**src/rtl/ex_muldiv.sv**
```systemverilog
// ex_muldiv: iterative integer multiply/divide unit with HI/LO result registers.
// Operands are reduced to magnitudes at start, iterated one bit per cycle in
// CALC (shift-add multiply or restoring divide), then sign-corrected in FIX.
module ex_muldiv #(
   parameter int XLEN  = 32,
   parameter int CNT_W = $clog2(XLEN) + 1
) (
   input  logic            CLK,
   input  logic            RST,
   input  logic            Start,
   input  logic [2:0]      Op,
   input  logic [XLEN-1:0] OpA,
   input  logic [XLEN-1:0] OpB,
   input  logic            Flush,
   output logic            Busy,
   output logic            Done,
   output logic [XLEN-1:0] Hi,
   output logic [XLEN-1:0] Lo
);

   typedef enum logic [1:0] {S_IDLE, S_CALC, S_FIX} state_t;

   localparam logic [2:0] OP_MULT = 3'd0;
   localparam logic [2:0] OP_DIV  = 3'd2;
   localparam logic [2:0] OP_MTHI = 3'd4;
   localparam logic [2:0] OP_MTLO = 3'd5;

   state_t              r_state, w_next;
   logic [CNT_W-1:0]    r_cnt;
   logic [XLEN-1:0]     r_acc;      // running high product / partial remainder
   logic [XLEN-1:0]     r_mq;       // multiplier / dividend, becomes low product / quotient
   logic [XLEN-1:0]     r_b;        // multiplicand / divisor magnitude
   logic [XLEN-1:0]     r_a;        // original dividend, returned as HI on divide by zero
   logic                r_is_div, r_neg_q, r_neg_r, r_div0;
   logic                r_busy, r_done;
   logic [XLEN-1:0]     r_hi, r_lo;

   logic                w_signed, w_a_neg, w_b_neg, w_start, w_last;
   logic [XLEN-1:0]     w_a_mag, w_b_mag;
   logic [XLEN:0]       w_sum, w_rem_sh, w_diff;
   logic [2*XLEN-1:0]   w_prod;
   logic [XLEN-1:0]     w_fix_hi, w_fix_lo;

   // Operand decode: signed ops work on magnitudes and remember the signs.
   assign w_signed = (Op == OP_MULT) || (Op == OP_DIV);
   assign w_a_neg  = w_signed & OpA[XLEN-1];
   assign w_b_neg  = w_signed & OpB[XLEN-1];
   assign w_a_mag  = w_a_neg ? -OpA : OpA;
   assign w_b_mag  = w_b_neg ? -OpB : OpB;
   assign w_start  = (r_state == S_IDLE) && Start && !Op[2] && !Flush;
   assign w_last   = (r_cnt == CNT_W'(XLEN - 1));

   // One iteration step: add-and-shift for multiply, trial subtract for divide.
   assign w_sum    = {1'b0, r_acc} + (r_mq[0] ? {1'b0, r_b} : '0);
   assign w_rem_sh = {r_acc, r_mq[XLEN-1]};
   assign w_diff   = w_rem_sh - {1'b0, r_b};

   // FIX-stage sign correction and special cases.
   always_comb begin
      // NOTE: every combinational output gets a default first so no path can infer a latch.
      w_prod   = {r_acc, r_mq};
      w_fix_hi = '0;
      w_fix_lo = '0;
      if (r_neg_q) w_prod = -{r_acc, r_mq};
      if (!r_is_div) begin
         w_fix_hi = w_prod[2*XLEN-1:XLEN];
         w_fix_lo = w_prod[XLEN-1:0];
      end else if (r_div0) begin
         w_fix_hi = r_a;
         w_fix_lo = '1;
      end else begin
         w_fix_hi = r_neg_r ? -r_acc : r_acc;
         w_fix_lo = r_neg_q ? -r_mq : r_mq;
      end
   end

   // Next-state logic: flush always returns to IDLE, CALC runs XLEN cycles.
   always_comb begin
      w_next = r_state;
      case (r_state)
         S_IDLE:  if (w_start) w_next = S_CALC;
         S_CALC:  if (Flush) w_next = S_IDLE;
                  else if (w_last) w_next = S_FIX;
         S_FIX:   w_next = S_IDLE;
         default: w_next = S_IDLE;
      endcase
   end

   // State, Busy and Done registers.
   always_ff @(posedge CLK or negedge RST) begin
      // NOTE: sequential state uses non-blocking assignments so all registers update together.
      if (!RST) begin
         r_state <= S_IDLE;
         r_busy  <= 1'b0;
         r_done  <= 1'b0;
      end else begin
         r_state <= w_next;
         r_busy  <= (w_next != S_IDLE);
         r_done  <= (r_state == S_FIX) && !Flush;
      end
   end

   // Iteration datapath: latch magnitudes at start, then one bit per CALC cycle.
   always_ff @(posedge CLK or negedge RST) begin
      if (!RST) begin
         r_cnt    <= '0;
         r_acc    <= '0;
         r_mq     <= '0;
         r_b      <= '0;
         r_a      <= '0;
         r_is_div <= 1'b0;
         r_neg_q  <= 1'b0;
         r_neg_r  <= 1'b0;
         r_div0   <= 1'b0;
      end else if (w_start) begin
         r_cnt    <= '0;
         r_acc    <= '0;
         r_mq     <= w_a_mag;
         r_b      <= w_b_mag;
         r_a      <= OpA;
         r_is_div <= Op[1];
         r_neg_q  <= w_a_neg ^ w_b_neg;
         r_neg_r  <= w_a_neg;
         r_div0   <= (OpB == '0);
      end else if (r_state == S_CALC) begin
         r_cnt <= r_cnt + CNT_W'(1);
         if (!r_is_div) begin
            r_acc <= w_sum[XLEN:1];
            r_mq  <= {w_sum[0], r_mq[XLEN-1:1]};
         end else if (!w_diff[XLEN]) begin
            r_acc <= w_diff[XLEN-1:0];
            r_mq  <= {r_mq[XLEN-2:0], 1'b1};
         end else begin
            r_acc <= w_rem_sh[XLEN-1:0];
            r_mq  <= {r_mq[XLEN-2:0], 1'b0};
         end
      end
   end

   // HI/LO: written only by FIX completion or an accepted MTHI/MTLO.
   always_ff @(posedge CLK or negedge RST) begin
      if (!RST) begin
         r_hi <= '0;
         r_lo <= '0;
      end else if (r_state == S_FIX && !Flush) begin
         r_hi <= w_fix_hi;
         r_lo <= w_fix_lo;
      end else if (r_state == S_IDLE && Start && !Flush) begin
         if (Op == OP_MTHI) r_hi <= OpA;
         if (Op == OP_MTLO) r_lo <= OpA;
      end
   end

   assign Busy = r_busy;
   assign Done = r_done;
   assign Hi   = r_hi;
   assign Lo   = r_lo;

endmodule

```
**config.mk**
```make
export PLATFORM = sky130hd
export DESIGN_NAME = ex_muldiv
export DESIGN_NICKNAME = d
export VERILOG_FILES = /design/src/rtl/ex_muldiv.sv
export SDC_FILE = /design/constraint.sdc
export NUM_CORES = 1
export LEC_CHECK = 0
export CAP_MARGIN = 20
export CORE_ASPECT_RATIO = 1.4
export CORE_UTILIZATION = 60
export CTS_BUF_LIST = sky130_fd_sc_hd__clkbuf_16
export CTS_CLUSTER_DIAMETER = 60
export DETAILED_ROUTE_END_ITERATION = 10
export GPL_TIMING_DRIVEN = 0
export PLACE_DENSITY = 0.82
export REMOVE_ABC_BUFFERS = 1
export SYNTH_ARGS = -nofsm -noshare
export SYNTH_HDL_FRONTEND = slang
export SYNTH_SLANG_ARGS = --single-unit
```
**constraint.sdc**
```tcl
create_clock -name CLK -period 4.1 [get_ports CLK]
set_clock_uncertainty 0.2 [all_clocks]
set_input_delay 0.41 -clock CLK [delete_from_list [all_inputs] [get_ports CLK]]
set_output_delay 0.41 -clock CLK [all_outputs]
set_load 0.005 [all_outputs]
```
Word-level counts from Yosys, hierarchy flattened
Cells that the tools add are included.
Widths: inputs -> output; s select.
Word-level totals
  register bits: 206
  output and inout bits: 66
  logic and storage cells: 79
Cells by class
  add/subtract/negate cells: 8
  eq/ne operators: 6
  muxes and demuxes: 30
  bitwise gates (word level): 3
  reduce and logical (&&, ||, !) cells: 18
Operators with widths (count)
  $mux 32: 22
  $neg 32->32: 4
  $mux 64: 1
  $neg 64->64: 1
  $add 32x32->33: 1
  $sub 33x32->33: 1
  $logic_not 32->1: 1
  $mux 6: 2
  $reduce_bool 2->1: 5
  $add 6x1->6 const B: 1
  $eq 3x3->1 const B: 2
  $eq 6x5->1 const B: 1
  $mux 2: 3
  $logic_and 1x1->1: 5
  $pmux 2 s2: 1
  $reduce_and 2->1: 2
  $eq 3x2->1 const B: 1
  $logic_not 3->1: 1
  $and 1x1->1: 2
  $eq 2x1->1 const B: 1
  $eq 2x2->1 const B: 1
  $logic_not 1->1: 2
  $logic_not 2->1: 1
  $logic_or 1x1->1: 1
  other kinds (2): 2

Longest topological paths before layout
  word-level depth: 7
  mapped depth: 14
  depth with buffers taken out: 14

Least setup slack after synthesis
OpenSTA, ideal clock, no wires.
  path kind: register -> register
  from: reg r_mq[31]
  to: reg r_acc[24]
  library setup time: 133 ps
  arrival: 3302 ps
  required time: 3767 ps
  setup slack: 464 ps
  stages on the path, launching flop included: 14
  buffers on the path: 0
  path through: dfrtp_1 -> inv_1 -> ha_1 -> fa_1 -> nand2b_1 -> a21oi_1 -> o41a_1 -> nand3_1 -> nor3b_1 -> o41ai_2 -> xor2_1 -> mux2_2 -> a22oi_1 -> o21ai_0
Between the ends
  word-level cells in the longest chain between the ends: 5
RTL lines
  from (decl): RTL line 31  | logic [XLEN-1:0] r_mq;
  from (signal assigned): RTL line 118  | r_mq <= w_a_mag;
  from (signal assigned): RTL line 129  | r_mq <= {w_sum[0], r_mq[XLEN-1:1]};
  from (signal assigned): RTL line 132  | r_mq <= {r_mq[XLEN-2:0], 1'b1};
  $sub 33x32->33: RTL line 56  | assign w_diff = w_rem_sh - {1'b0, r_b};
  $mux 32: RTL line 130  | end else if (!w_diff[XLEN]) begin
  $mux 32: RTL line 127  | if (!r_is_div) begin
  $mux 32: RTL line 125  | end else if (r_state == S_CALC) begin
  $mux 32: RTL line 115  | end else if (w_start) begin
  to (signal assigned): RTL line 128  | r_acc <= w_sum[XLEN:1];
  to (signal assigned): RTL line 131  | r_acc <= w_diff[XLEN-1:0];
  to (signal assigned): RTL line 134  | r_acc <= w_rem_sh[XLEN-1:0];
  to (decl): RTL line 30  | logic [XLEN-1:0] r_acc;
No other way between the ends. The select of a mux whose other input is x is not followed.
A chain may end at the register's enable or synchronous reset.

Worst setup path in the final report
  from: reg r_mq[31]
  to: reg r_acc[1]
Same word-level chain as after synthesis.

==> out/qor.yml <==
critical_path:
  critPathRequiredTime_ns: 4.39
  end_kind: "flop"
  crit_arrival_ns: 4.34
  path_class: "reg2reg"
  crit_fanout: 14
  start_kind: "flop"
die:
  start_util: 0.616
  die_w_um: 141
  die_h_um: 197
  fp.coreArea_sq_mm: 0.0264
  rows: 70
  die_area_sq_mm: 0.0277
  ios: 137
power_and_ir_drop:
  cellPowerDensity_mw_per_mm2: 648
  total_power_uw: 12300
  ir_worst_vdd_mv: 0.456
  comb_power_share: 0.532
  p_seq_frac: 0.285
  p_sw_uw: 5510
  clock_power_share: 0.183
  p_int_uw: 6770
  power.leakage_uw: 0.00791
  swShare: 0.449
grt:
  antenna_found_initial: 0
  grt_pass1_wl_um: 82400
  grt_pass1_vias: 15800
  grt_use_total: 0.376
  grt_max_degree: 111
  grt-ovfl-total: 0
sta:
  fin_crit_sh: 0.987
  rsz0062_at_grt: "no"
  slew_headroom: 0.225
  hold_ws_ns: 0.273
  finalSetupViolations: 0
  max_freq_mhz: 247
  hold_viol: 0
  worst_pin_slew_ns: 1.16
  period_needed_ns: 4.05
  slew_viol_final: 0
layout:
  drive_above_1_share: 0.0541
  syn_to_final_growth_pct: 16.8
  layout_commonest_cell: "nand2_1"
  final_cell_mix: "nand2_1 (338), dfrtp_1 (201), o21ai_0 (191)"
  final_core_util: 0.719
  final_nets: 2270
  num_antenna_cells: 0
place:
  portBuffers: 136
  dp_hpwl_um: 36800
  gp_congestion: 0.933
clock_tree:
  clkTransAtPathRegs_ns: 0.07
  cts_buffers: 24
  cts_sinks: 206
  cts-htree-levels: 1
  root_buffer: "clkbuf_16"
  clk_path_buf_depth: 3
  cts_tree: "built"
  clk_latency_ns: 0.56
routing:
  drt_pre_antenna_iters: 5
  routedWlPerCell_um: 20.5
  drc_errors: 0
  via_per_inst: 6.50
  vias: 16300
  drt_wl_total_um: 51400
  drt_iter0_markers: 1276
  antenna_left: 0
logic_synthesis:
  syn-instance-count: 2071
  async_flop_share: 1.00
  syn_area_sq_mm: 0.0162
  synth_seq_area_share: 0.318
  synth_seq_cells: 206
  ys_warn_count: 0
  synth_ff_type: "dfrtp_1"
  synth_edf_count: 0
  ys_types: 74
  syn_area_per_cell_sq_um: 7.84
run:
  maxCapViolCount: 0
min_path:
  hold_path.class: "in2async"
status:
  status: "complete, no violations"
==> cells by family after synthesis <==
logic type,count (synthesis),share of synthesized area
xor gates and xnor gates,162,0.0874
DFF,206,0.318
buffers and inverters,201,0.0470
muxes,65,0.0402
and+or+nand+nor,716,0.197
adders and majority gates,71,0.0557
AOI/OAI and AO/OA,650,0.255
==> path summary, 6_finish.rpt <==
| check | from | end | cells past startpoint | slack [ns] |
|---|---|---|---|---|
| hold / removal | RST | Lo[6] | 2 | 0.27 |
| hold reg to reg | r_b[24] | r_b[24] | 2 | 0.28 |
| max in group asynchronous | RST | r_is_div | 3 | 2.38 |
| min in group CLK | r_b[24] | r_b[24] | 2 | 0.28 |
| setup reg to reg | r_mq[31] | r_acc[1] | 15 | 0.05 |
| setup / recovery | r_mq[31] | r_acc[1] | 15 | 0.05 |
==> timing repair <==
item                                    in CTS  in global routing
endpoints found under the setup margin      40                 40
hold buffers                                 1                  0
gates cloned                                 1                  0
pin swaps                                    3                  1
endpoints found under the hold margin       96                  0
gates resized for setup                     12                  7
setup buffers                               10                  5
==> sequential cells by signal (all words and copies together) (netlist names), 2 cells and up <==
name,cells
r_state,2
r_mq,32
r_acc,32
r_a,32
r_b,32
Lo,32
Hi,32
r_cnt,6
==> power groups by stage <==
stage	Clock (uW)	Combinational, uW	Sequential [uW]
2_1_floorplan	0	4270	3230
6_report	2250	6530	3510
3_3_place_gp	0	5770	3510
5_1_grt	2340	7200	3580
3_5_place_dp	0	6030	3490
4_1_cts	2250	6330	3480
==> layer usage <==
metal	wire (um)	vias to the layer above	global-route usage	share of wire
met4	3170	0	0.234	0.062
met1	18900	7792	0.429	0.37
li1	-	7582	-	-
met3	3340	199	0.0476	0.065
met5	0	-	0	0
met2	25900	722	0.666	0.50
==> cell usage after synthesis, types with 36 or more instances <==
| cell type | count | share of area |
|---|---|---|
| xnor2_1 | 67 | 0.036 |
| clkbuf_1 | 119 | 0.028 |
| dfrtp_1 | 206 | 0.32 |
| nand2_1 | 339 | 0.078 |
| nor3_1 | 36 | 0.011 |
| inv_1 | 60 | 0.014 |
| mux2i_1 | 63 | 0.039 |
| nor2_1 | 165 | 0.038 |
| a21oi_1 | 161 | 0.050 |
| o21ai_0 | 191 | 0.059 |
| ha_1 | 69 | 0.053 |
| xor2_1 | 95 | 0.051 |
==> worst max-delay path, stage by stage, from the launching register on <==
cell and delay, ns:
dfrtp_2 0.44, inv_2 0.12, ha_1 0.25, fa_1 0.39
nand2b_1 0.20, a21oi_1 0.24, o41a_1 0.26, nand3_1 0.20
nor3b_4 0.23, o41ai_4 0.21, buf_4 0.22, xor2_4 0.24
buf_8 0.22, nor2_1 0.07, a211oi_1 0.28, a221o_1 0.17
==> metrics by stage <==
step	worst slack (ns)	cells	TNS, ns	area [sq um]
after global routing	0.00117	2506	0	19000
final	0.0528	2506	0	19000
after CTS	0.0201	2500	0	18900
after floorplan	-2.42	1931	-104.83	15700
after detailed placement	-0.704	2444	-15.28	17900
after global placement	-6.38	2427	-1898.11	17500
==> layout make-up <==
type,instances,area (sq um)
Inverter,61,236
Multi-Input combinational cell,1664,10500
Fill cell,2100,7410
Sequential cell,206,5160
Timing Repair Buffer,170,1830
Clock inverter,19,180
Tap cell,360,450
Timing Repair inverter,1,7.51
Clock buffer,25,626
(Power assumes the default switching activity.)
